==> config.mk <==
export PLATFORM = sky130hd
export DESIGN_NAME = stm32h7_pssi_rx_8bus_32bits
export DESIGN_NICKNAME = d
export VERILOG_FILES = /design/src/rtl/stm32h7_pssi_pkg.sv /design/src/rtl/pssi_rx_fifo.sv /design/src/rtl/stm32h7_pssi_rx_8bus_32bits.sv
export SDC_FILE = /design/constraint.sdc
export NUM_CORES = 1
export LEC_CHECK = 0
export CORE_MARGIN = 2
export CORE_UTILIZATION = 57
export DETAILED_ROUTE_END_ITERATION = 10
export DONT_BUFFER_PORTS = 1
export PLACE_DENSITY = 0.85
export SETUP_SLACK_MARGIN = 0.5
export SLEW_MARGIN = 20
export SYNTH_ARGS = -nofsm -noshare
export SYNTH_HDL_FRONTEND = slang
export SYNTH_SLANG_ARGS = --single-unit
==> constraint.sdc <==
create_clock -name clk_i -period 2.4 [get_ports clk_i]
set_input_delay 0.48 -clock clk_i [delete_from_list [all_inputs] [get_ports clk_i]]
set_output_delay 0.48 -clock clk_i [all_outputs]
set_load 0.05 [all_outputs]
==> src/rtl/stm32h7_pssi_pkg.sv <==
// Shared constants and types for the STM32H7 PSSI receive path.
package stm32h7_pssi_pkg;

    localparam int unsigned PSSI_BUS_W     = 8;
    localparam int unsigned PSSI_WORD_W    = 32;
    localparam int unsigned BYTES_PER_WORD = 4;
    localparam int unsigned BYTE_IDX_W     = $clog2(BYTES_PER_WORD);
    localparam int unsigned SYNC_STAGES    = 2;

    typedef logic [BYTE_IDX_W-1:0] byte_idx_t;

    localparam byte_idx_t LANE0 = BYTE_IDX_W'(0);
    localparam byte_idx_t LANE1 = BYTE_IDX_W'(1);
    localparam byte_idx_t LANE2 = BYTE_IDX_W'(2);
    localparam byte_idx_t LANE3 = BYTE_IDX_W'(3);

    // Pin bundle kept together so all PSSI inputs share one synchroniser chain.
    typedef struct packed {
        logic                  clk;
        logic                  de;
        logic [PSSI_BUS_W-1:0] data;
    } pssi_pins_t;

endpackage

==> src/rtl/pssi_rx_fifo.sv <==
// Synchronous first-word-fall-through FIFO; a push while full is taken only alongside a pop.
module pssi_rx_fifo #(
    parameter int unsigned WIDTH = 32,
    parameter int unsigned DEPTH = 8,
    localparam int unsigned AW   = $clog2(DEPTH),
    localparam int unsigned CW   = AW + 1
) (
    input  logic             clk_i,
    input  logic             rst_ni,
    input  logic             push_i,
    input  logic             pop_i,
    input  logic [WIDTH-1:0] data_i,
    output logic [WIDTH-1:0] rd_data_c_o,
    output logic [CW-1:0]    count_nxt_c_o,
    output logic             full_o,
    output logic             empty_o
);

    logic [WIDTH-1:0] mem_q [DEPTH];
    logic [AW-1:0]    wr_ptr_q, rd_ptr_q;
    logic [CW-1:0]    count_q, count_d;
    logic             full_q, empty_q;
    logic             wr_en_c, rd_en_c;

    always_comb begin
        wr_en_c = push_i & (~full_q | pop_i);
        rd_en_c = pop_i & ~empty_q;
        count_d = count_q + CW'(wr_en_c) - CW'(rd_en_c);
    end

    always_ff @(posedge clk_i or negedge rst_ni) begin
        if (!rst_ni) begin
            for (int unsigned i = 0; i < DEPTH; i++) begin
                mem_q[i] <= '0;
            end
            wr_ptr_q <= '0;
            rd_ptr_q <= '0;
            count_q  <= '0;
            full_q   <= 1'b0;
            empty_q  <= 1'b1;
        end else begin
            if (wr_en_c) begin
                mem_q[wr_ptr_q] <= data_i;
                wr_ptr_q        <= wr_ptr_q + AW'(1);
            end
            if (rd_en_c) begin
                rd_ptr_q <= rd_ptr_q + AW'(1);
            end
            count_q <= count_d;
            full_q  <= (count_d == CW'(DEPTH));
            empty_q <= (count_d == '0);
        end
    end

    assign rd_data_c_o   = mem_q[rd_ptr_q];
    assign count_nxt_c_o = count_d;
    assign full_o        = full_q;
    assign empty_o       = empty_q;

endmodule

==> src/rtl/stm32h7_pssi_rx_8bus_32bits.sv <==
// PSSI receiver: oversamples the MCU's 8-bit PSSI bus, packs little-endian 32-bit words
// into a FIFO and exposes them on a valid/ready stream, with back-pressure via pssi_rdy_o.
module stm32h7_pssi_rx_8bus_32bits
    import stm32h7_pssi_pkg::*;
#(
    parameter int unsigned FIFO_DEPTH = 8,
    parameter int unsigned RDY_MARGIN = 2
) (
    input  logic                   clk_i,
    input  logic                   rst_ni,
    input  logic                   pssi_clk_i,
    input  logic                   pssi_de_i,
    input  logic [PSSI_BUS_W-1:0]  pssi_data_i,
    output logic                   pssi_rdy_o,
    output logic [PSSI_WORD_W-1:0] fpga_data_o,
    output logic                   fpga_valid_o,
    input  logic                   fpga_ready_i,
    output logic                   frame_err_o
);

    localparam int unsigned CNT_W   = $clog2(FIFO_DEPTH) + 1;
    localparam int unsigned SHIFT_W = PSSI_WORD_W - PSSI_BUS_W;

    pssi_pins_t               pins_c, synced_c;
    pssi_pins_t               sync_q [SYNC_STAGES];
    logic                     clk_prev_q, de_prev_q;
    logic                     rise_c, de_fall_c;

    byte_idx_t                byte_cnt_q, byte_cnt_d;
    logic [SHIFT_W-1:0]       shift_q, shift_d;
    logic [PSSI_WORD_W-1:0]   word_c;
    logic                     push_c, pop_c;
    logic                     frame_err_q, frame_err_d;
    logic                     rdy_q, rdy_d;

    logic [CNT_W-1:0]         fifo_cnt_nxt_c;
    logic                     fifo_full, fifo_empty;

    assign pins_c   = '{clk: pssi_clk_i, de: pssi_de_i, data: pssi_data_i};
    assign synced_c = sync_q[SYNC_STAGES-1];

    // Identical synchroniser depth on every pin keeps clock, enable and data aligned.
    always_ff @(posedge clk_i or negedge rst_ni) begin
        if (!rst_ni) begin
            for (int unsigned i = 0; i < SYNC_STAGES; i++) begin
                sync_q[i] <= '0;
            end
            clk_prev_q <= 1'b0;
            de_prev_q  <= 1'b0;
        end else begin
            sync_q[0] <= pins_c;
            for (int unsigned i = 1; i < SYNC_STAGES; i++) begin
                sync_q[i] <= sync_q[i-1];
            end
            clk_prev_q <= synced_c.clk;
            de_prev_q  <= synced_c.de;
        end
    end

    assign rise_c    = synced_c.clk & ~clk_prev_q;
    assign de_fall_c = de_prev_q & ~synced_c.de;
    assign pop_c     = fpga_ready_i & ~fifo_empty;
    assign word_c    = {synced_c.data, shift_q};

    // Byte packer plus partial-frame and overflow error detection.
    always_comb begin
        byte_cnt_d  = byte_cnt_q;
        shift_d     = shift_q;
        push_c      = 1'b0;
        frame_err_d = 1'b0;
        if (rise_c && synced_c.de) begin
            byte_cnt_d = byte_cnt_q + BYTE_IDX_W'(1);
            case (byte_cnt_q)
                LANE0:   shift_d[PSSI_BUS_W-1:0]              = synced_c.data;
                LANE1:   shift_d[2*PSSI_BUS_W-1:PSSI_BUS_W]   = synced_c.data;
                LANE2:   shift_d[3*PSSI_BUS_W-1:2*PSSI_BUS_W] = synced_c.data;
                LANE3:   push_c                               = 1'b1;
                default: push_c                               = 1'b0;
            endcase
        end else if (de_fall_c && (byte_cnt_q != LANE0)) begin
            byte_cnt_d  = LANE0;
            frame_err_d = 1'b1;
        end
        if (push_c && fifo_full && !pop_c) begin
            frame_err_d = 1'b1;
        end
    end

    assign rdy_d = (fifo_cnt_nxt_c < CNT_W'(FIFO_DEPTH - RDY_MARGIN));

    always_ff @(posedge clk_i or negedge rst_ni) begin
        if (!rst_ni) begin
            byte_cnt_q  <= LANE0;
            shift_q     <= '0;
            frame_err_q <= 1'b0;
            rdy_q       <= 1'b0;
        end else begin
            byte_cnt_q  <= byte_cnt_d;
            shift_q     <= shift_d;
            frame_err_q <= frame_err_d;
            rdy_q       <= rdy_d;
        end
    end

    pssi_rx_fifo #(
        .WIDTH (PSSI_WORD_W),
        .DEPTH (FIFO_DEPTH)
    ) u_fifo (
        .clk_i         (clk_i),
        .rst_ni        (rst_ni),
        .push_i        (push_c),
        .pop_i         (pop_c),
        .data_i        (word_c),
        .rd_data_c_o   (fpga_data_o),
        .count_nxt_c_o (fifo_cnt_nxt_c),
        .full_o        (fifo_full),
        .empty_o       (fifo_empty)
    );

    assign fpga_valid_o = ~fifo_empty;
    assign pssi_rdy_o   = rdy_q;
    assign frame_err_o  = frame_err_q;

endmodule

==> flow_summary.json, run 1 <==
{
  "final_layout_size_suffix_gt1_share_pct": 60.0,
  "max_freq_mhz": 365,
  "irDropWorstVdd_uv": 747,
  "clock_latency_ps": 530,
  "intPower_mw": 11.2,
  "fp.dieW_um": 163,
  "status": "complete, but fails checks",
  "clk_pin_slew_ps": 70,
  "p_total_mw": 16.4,
  "seqPwrFrac_pct": 43.0,
  "pin_count": 48,
  "slew_violations": 0,
  "die_h_um": 163,
  "syn2layout_area_growth_pct": 27.6,
  "post-place-ws_ps": 185,
  "ctsLongestPathBuffers": 3,
  "place_hpwl_um": 16000,
  "setup_violations": 32,
  "crit_type": "flip-flop to output port",
  "netSwitchingFraction_pct": 31.6,
  "port_buffers": 0,
  "syn_nets": 847,
  "drt_iter0_drc": 816,
  "fp-row-count": 58,
  "arrival_ps": 2260,
  "setup.worst_path.end_class": "output port",
  "rsz0062_at_grt": "yes",
  "worstPathRequired_ps": 1920,
  "cts.sinks": 318,
  "hp-class": "input port to asynchronous set/reset pin",
  "routed_wl_um": 41200,
  "syn-instance-count": 823,
  "maxCapViolCount": 0,
  "antenna_found_initial": 0,
  "fin_ws_ps": -341,
  "final_common_cell": "dfrtp_1",
  "fin_crit_sh_pct": 114,
  "tightest_slew_ps": 1000,
  "grt_usage_pct": 31.1,
  "fin_tns_setup_ps": -9630,
  "fillers": 1266,
  "core_area_um2": 24900,
  "syn_avg_cell_area_um2": 17.4,
  "path_cells": "buf_12 > buf_16 > mux4_2 > mux2_4",
  "hold_ws_ps": -333,
  "synth_seq_cells": 318,
  "finalHoldViolCount": 317,
  "synth_warnings": 0,
  "post-route-util_pct": 73.4,
  "routedWlPerCell_um": 32.2,
  "syn-cell-area_um2": 14300,
  "drt_pass1_iterations": 6,
  "critPathMaxStageDelay_ps": 560,
  "crit_fanout": 13,
  "layout_common_cells": "dfrtp_1, mux2_4, mux4_2, clkbuf_16, buf_12",
  "route.detailed.drc": 0,
  "cts_root_buf": "clkbuf_16",
  "cts_buffers": 34,
  "violations": "hold timing, setup timing",
  "start_util_pct": 57.5,
  "ys_seq_area_share_pct": 55.6,
  "postRouteAntennaNets": 0,
  "start_kind": "flip-flop",
  "cts_tree": "yes",
  "grt_pass1_vias": 8925,
  "timing.slew.headroom_pct": 33.2,
  "p_sw_mw": 5.18,
  "finClkSkew_ps": 18.9,
  "comb_power_share_pct": 23.9,
  "finalCriticalPeriod_ps": 2740,
  "power_frac_clock_pct": 33.1,
  "place_congestion": 0.772,
  "dieArea_um2": 26400,
  "p_leak_nw": 8.42,
  "num_vias": 8215,
  "cts_max_level": 2,
  "synth_cell_type_count": 35,
  "layout.nets": 947,
  "viasPerCell": 6.43,
  "hold_buffers": 10,
  "p_per_area_nw_per_um2": 895,
  "grt_overflow": 0,
  "antenna_cells": 0,
  "grt_max_degree": 319,
  "grt_pass1_wl_um": 60000,
  "crit_slowest_cell": "mux4_2"
}
## Yosys cell counts
cell	instances	share of area (%)
dfrtp_1	317	55
mux2_2	221	17
mux2_4	90	9.4
mux4_2	64	10
buf_6	19	1.5
clkbuf_1	18	0.47
buf_2	14	0.49
inv_1	14	0.37
ha_1	10	0.87
nand2_1	9	0.24
a2111oi_4	7	1.3
xnor2_1	5	0.31
nand2b_1	4	0.17
buf_1	3	0.079
mux2_1	3	0.24
a21oi_1	2	0.070
a22o_1	2	0.12
and3b_1	2	0.12
or3_1	2	0.087
xor2_1	2	0.12
a211oi_1	1	0.052
a211oi_2	1	0.087
a21o_1	1	0.052
a22oi_1	1	0.052
and2_1	1	0.044
and2b_1	1	0.052
and3_1	1	0.044
dfstp_2	1	0.18
fa_1	1	0.14
nand2b_4	1	0.096
nand3b_1	1	0.052
nand4b_4	1	0.17
o21ai_0	1	0.035
o22ai_1	1	0.044
or2_2	1	0.044
## metrics by stage
stage | cells | instance area [um^2]
after CTS | 1268 | 18100
final | 1278 | 18300
after global placement | 1125 | 15300
after global routing | 1278 | 18300
after detailed placement | 1125 | 15300
after floorplan | 823 | 14900
## power groups by stage
stage,registers (mW),clock network (mW),logic (mW)
floorplan,6.58,0,2.76
detailed placement,6.96,0,3.10
global placement,6.92,0,3.04
finish,7.04,5.42,3.90
CTS,6.89,5.34,3.62
global route,7.08,5.67,4.09
## area by class of cell
| cell class | instances | area [um^2] | area share (%) |
|---|---|---|---|
| repair buffers | 118 | 1940 | 10.6 |
| clock inverters | 6 | 57.6 | 0.315 |
| multi-input cells | 437 | 6770 | 37.0 |
| inverters | 14 | 57.6 | 0.315 |
| clock buffers | 55 | 1070 | 5.87 |
| well taps | 330 | 413 | 2.26 |
| flip-flops and latches | 318 | 7970 | 43.6 |
## registers in the layout, summed over array words and instances (netlist names)
signal and cells:
u_fifo.rd_ptr_q 3, shift_q 24, byte_cnt_q 2, pssi_rdy_o 1, u_fifo.full_o 1, u_fifo.count_q 4
u_fifo.mem_q 256, u_fifo.empty_o 1, clk_prev_q 1, sync_q 20, de_prev_q 1, frame_err_o 1
u_fifo.wr_ptr_q 3
## final timing paths
kind	startpoint	to	slack, ps	depth (start not counted)
setup / recovery	u_fifo.rd_ptr_q[0]$_DFFE_PN0P_	fpga_data_o[9]	-340	4
hold / removal	rst_ni	sync_q[9]$_DFF_PN0_	-330	0
setup reg to reg	byte_cnt_q[1]$_DFFE_PN0P_	u_fifo.mem_q[50]$_DFFE_PN0P_	100	9
hold reg to reg	sync_q[11]$_DFF_PN0_	sync_q[1]$_DFF_PN0_	340	0
max in group asynchronous	rst_ni	u_fifo.rd_ptr_q[0]$_DFFE_PN0P_	1820	0
min in group clk_i	sync_q[11]$_DFF_PN0_	sync_q[1]$_DFF_PN0_	340	0
## logic make-up after synthesis
kind of cell    Yosys count  share of synthesized area, %
simple gates             24                          1.12
mux                     378                          37.1
fa+ha+maj                11                          1.01
buf+inv                  68                          2.90
xor+xnor                  7                         0.428
flops                   318                          55.6
compound gates           17                          1.86
## layer usage
layer / global-route usage (%) / up-vias / share of wire, %
li1: - / 3234 / -
met1: 41.2 / 4448 / 40
met2: 49.5 / 404 / 49
met3: 7.08 / 129 / 6.3
met4: 14.4 / 0 / 5.2
met5: 0 / - / 0
## worst max-delay path: cells and delay by family (launching register included)
kind | cells | cell delay (ps)
muxes | 2 | 940
buffers and inverters | 2 | 310
DFF | 1 | 470
## timing repair
action,CTS,global route
gates cloned,24,4
pin swaps,12,7
setup buffers,48,6
setup endpoints to repair,294,294
endpoints found under the hold margin,328,318
gates resized for setup,160,12
No activity file was read; power rests on OpenSTA's default activity.
==> inputs of run 2 (changes only) <==
--- a/config.mk
+++ b/config.mk
@@ -11,7 +11,7 @@
 export DONT_BUFFER_PORTS = 1
 export PLACE_DENSITY = 0.85
 export SETUP_SLACK_MARGIN = 0.5
-export SLEW_MARGIN = 20
+export SLEW_MARGIN = 15
 export SYNTH_ARGS = -nofsm -noshare
 export SYNTH_HDL_FRONTEND = slang
 export SYNTH_SLANG_ARGS = --single-unit
==> results of run 2 <==
The final DEF is identical to that of run 1; final timing and power are the same.
==> inputs of run 3 (changes only) <==
--- a/config.mk
+++ b/config.mk
@@ -9,7 +9,7 @@
 export CORE_UTILIZATION = 57
 export DETAILED_ROUTE_END_ITERATION = 10
 export DONT_BUFFER_PORTS = 1
-export PLACE_DENSITY = 0.85
+export PLACE_DENSITY = 0.82
 export SETUP_SLACK_MARGIN = 0.5
 export SLEW_MARGIN = 15
 export SYNTH_ARGS = -nofsm -noshare
==> constraint.sdc (replaced) <==
create_clock -name clk_i -period 3.1 [get_ports clk_i]
set_input_delay 0.62 -clock clk_i [delete_from_list [all_inputs] [get_ports clk_i]]
set_output_delay 0.62 -clock clk_i [all_outputs]
set_load 0.05 [all_outputs]
==> run 3 against run 2 <==
  * The run ends with hold timing left
  * Combinational power down 27%
  * Sequential power down 24%
  * Cell count down 6.1%
  * Clock skew down 8.3 ps
  * Clock power down 20%
==> flow_summary.json, run 3 (synthesis gave the netlist of run 1 again) <==
{
  "status": "complete, but fails checks",
  "violations": "hold timing",
  "irDropWorstVdd_uv": 483,
  "grt_overflow": 0,
  "hp-class": "input port to asynchronous set/reset pin",
  "routed_wl_um": 29700,
  "grt_max_degree": 319,
  "pin_count": 48,
  "crit_slowest_cell": "dfrtp_4",
  "postRouteAntennaNets": 0,
  "cts_max_level": 2,
  "final_layout_size_suffix_gt1_share_pct": 55.5,
  "grt_pass1_wl_um": 46300,
  "port_buffers": 0,
  "tightest_slew_ps": 792,
  "slew_violations": 0,
  "arrival_ps": 2240,
  "post-route-util_pct": 65.6,
  "drt_iter0_drc": 548,
  "place_congestion": 0.732,
  "p_total_mw": 12.5,
  "clk_pin_slew_ps": 60,
  "hold_ws_ps": -175,
  "worstPathRequired_ps": 2480,
  "final_common_cell": "dfrtp_1",
  "viasPerCell": 6.07,
  "clock_latency_ps": 500,
  "layout_common_cells": "dfrtp_1, mux2_2, mux2_4, mux4_2, clkbuf_16",
  "dp.cells": 1114,
  "finalHoldViolCount": 317,
  "fp-row-count": 58,
  "dieArea_um2": 26400,
  "routedWlPerCell_um": 24.8,
  "reg_top3": "u_fifo.mem_q: 256 flops, shift_q: 24 flops, sync_q: 20 flops",
  "syn2layout_area_growth_pct": 14.0,
  "setup.worst_path.end_class": "output port",
  "crit_type": "flip-flop to output port",
  "rsz0062_at_grt": "yes",
  "start_util_pct": 57.5,
  "critPathMaxStageDelay_ps": 530,
  "cts_tree": "yes",
  "antenna_cells": 0,
  "start_kind": "flip-flop",
  "maxCapViolCount": 0,
  "cts_buffers": 34,
  "timing.slew.headroom_pct": 47.2,
  "largest_reg_flops": 256,
  "die_h_um": 163,
  "path_cells": "buf_6 > buf_16 > mux4_2 > mux2_4",
  "place_hpwl_um": 15200,
  "cts.sinks": 318,
  "layout.nets": 868,
  "num_vias": 7284,
  "drt_pass1_iterations": 4,
  "cts_root_buf": "clkbuf_16",
  "instances_no_fill": 1200,
  "antenna_found_initial": 0,
  "max_freq_mhz": 349,
  "grt_pass1_vias": 7845,
  "ctsLongestPathBuffers": 3,
  "finClkSkew_ps": 10.6,
  "finalCriticalPeriod_ps": 2860,
  "crit_fanout": 6,
  "setup_violations": 0,
  "p_per_area_nw_per_um2": 766,
  "grt_usage_pct": 23.0,
  "fin_crit_sh_pct": 92.4,
  "p_leak_nw": 7.70,
  "fp.dieW_um": 163,
  "fin_tns_setup_ps": 0,
  "route.detailed.drc": 0,
  "regMostFlops": "u_fifo.mem_q",
  "core_area_um2": 24900
}
## run 3: changes by cell type in the layout (fill, tap and decap cells not counted), sizes merged
cell / delta
buf: -67
dlygate4sd3: -10
clkbuf: -7
bufinv: +4
clkinv: +1
inv: +1
## run 3: final timing paths
kind,end,from,slack (ps),cells past startpoint
min in group clk_i,sync_q[18]$_DFF_PN0_,pssi_de_i,140,0
setup / recovery,fpga_data_o[25],u_fifo.rd_ptr_q[0]$_DFFE_PN0P_,240,4
max in group asynchronous,u_fifo.mem_q[111]$_DFFE_PN0P_,rst_ni,2690,0
hold reg to reg,sync_q[1]$_DFF_PN0_,sync_q[11]$_DFF_PN0_,340,0
setup reg to reg,u_fifo.mem_q[64]$_DFFE_PN0P_,byte_cnt_q[0]$_DFFE_PN0P_,580,5
hold / removal,u_fifo.wr_ptr_q[2]$_DFFE_PN0N_,rst_ni,-180,0
## run 3: timing repair
| action | 4_1_cts | 5_1_grt |
|---|---|---|
| setup endpoints to repair | 32 | 35 |
| gates resized for setup | 43 | 4 |
| gates cloned | 6 | 3 |
| endpoints found under the hold margin | 318 | 317 |
| setup buffers | 7 | 8 |
| pin swaps | 0 | 0 |
## run 3: final cells by class
class	count	area (um^2)
multi-input combinational	437	6080
clock inverter	12	194
clock buffer	50	1010
inverter	14	52.6
timing repair buffer	39	613
fill	1627	8560
sequential	318	7970
tap	330	413
## run 3: metrics by stage
stage          setup slack [ps]  instance area [um^2]
2_1_floorplan               568                 14300
3_3_place_gp                627                 14600
3_5_place_dp                535                 14600
4_1_cts                     234                 16200
5_1_grt                     198                 16300
6_report                    237                 16300
## run 3: layer usage
layer	vias up	wire (um)	part of all wire, %	global-route usage, %
met2	137	14800	50	38.2
met4	0	466	1.6	5.47
met5	-	0	0	0
met1	4018	13400	45	32.5
li1	3092	-	-	-
met3	37	1090	3.7	3.64
## run 3: critical path: cells and delay by family, from the launching register on
kind / cells / cell delay [ps]
buffers and inverters: 2 / 300
flip-flops: 1 / 530
multiplexers: 2 / 910
## run 3: report_power, final
group          internal, mW  switching, mW  total (mW)
logic                  1.52           1.34        2.86
clock network          2.70           1.63        4.32
registers              4.62          0.708        5.33
total                  8.84           3.67        12.5
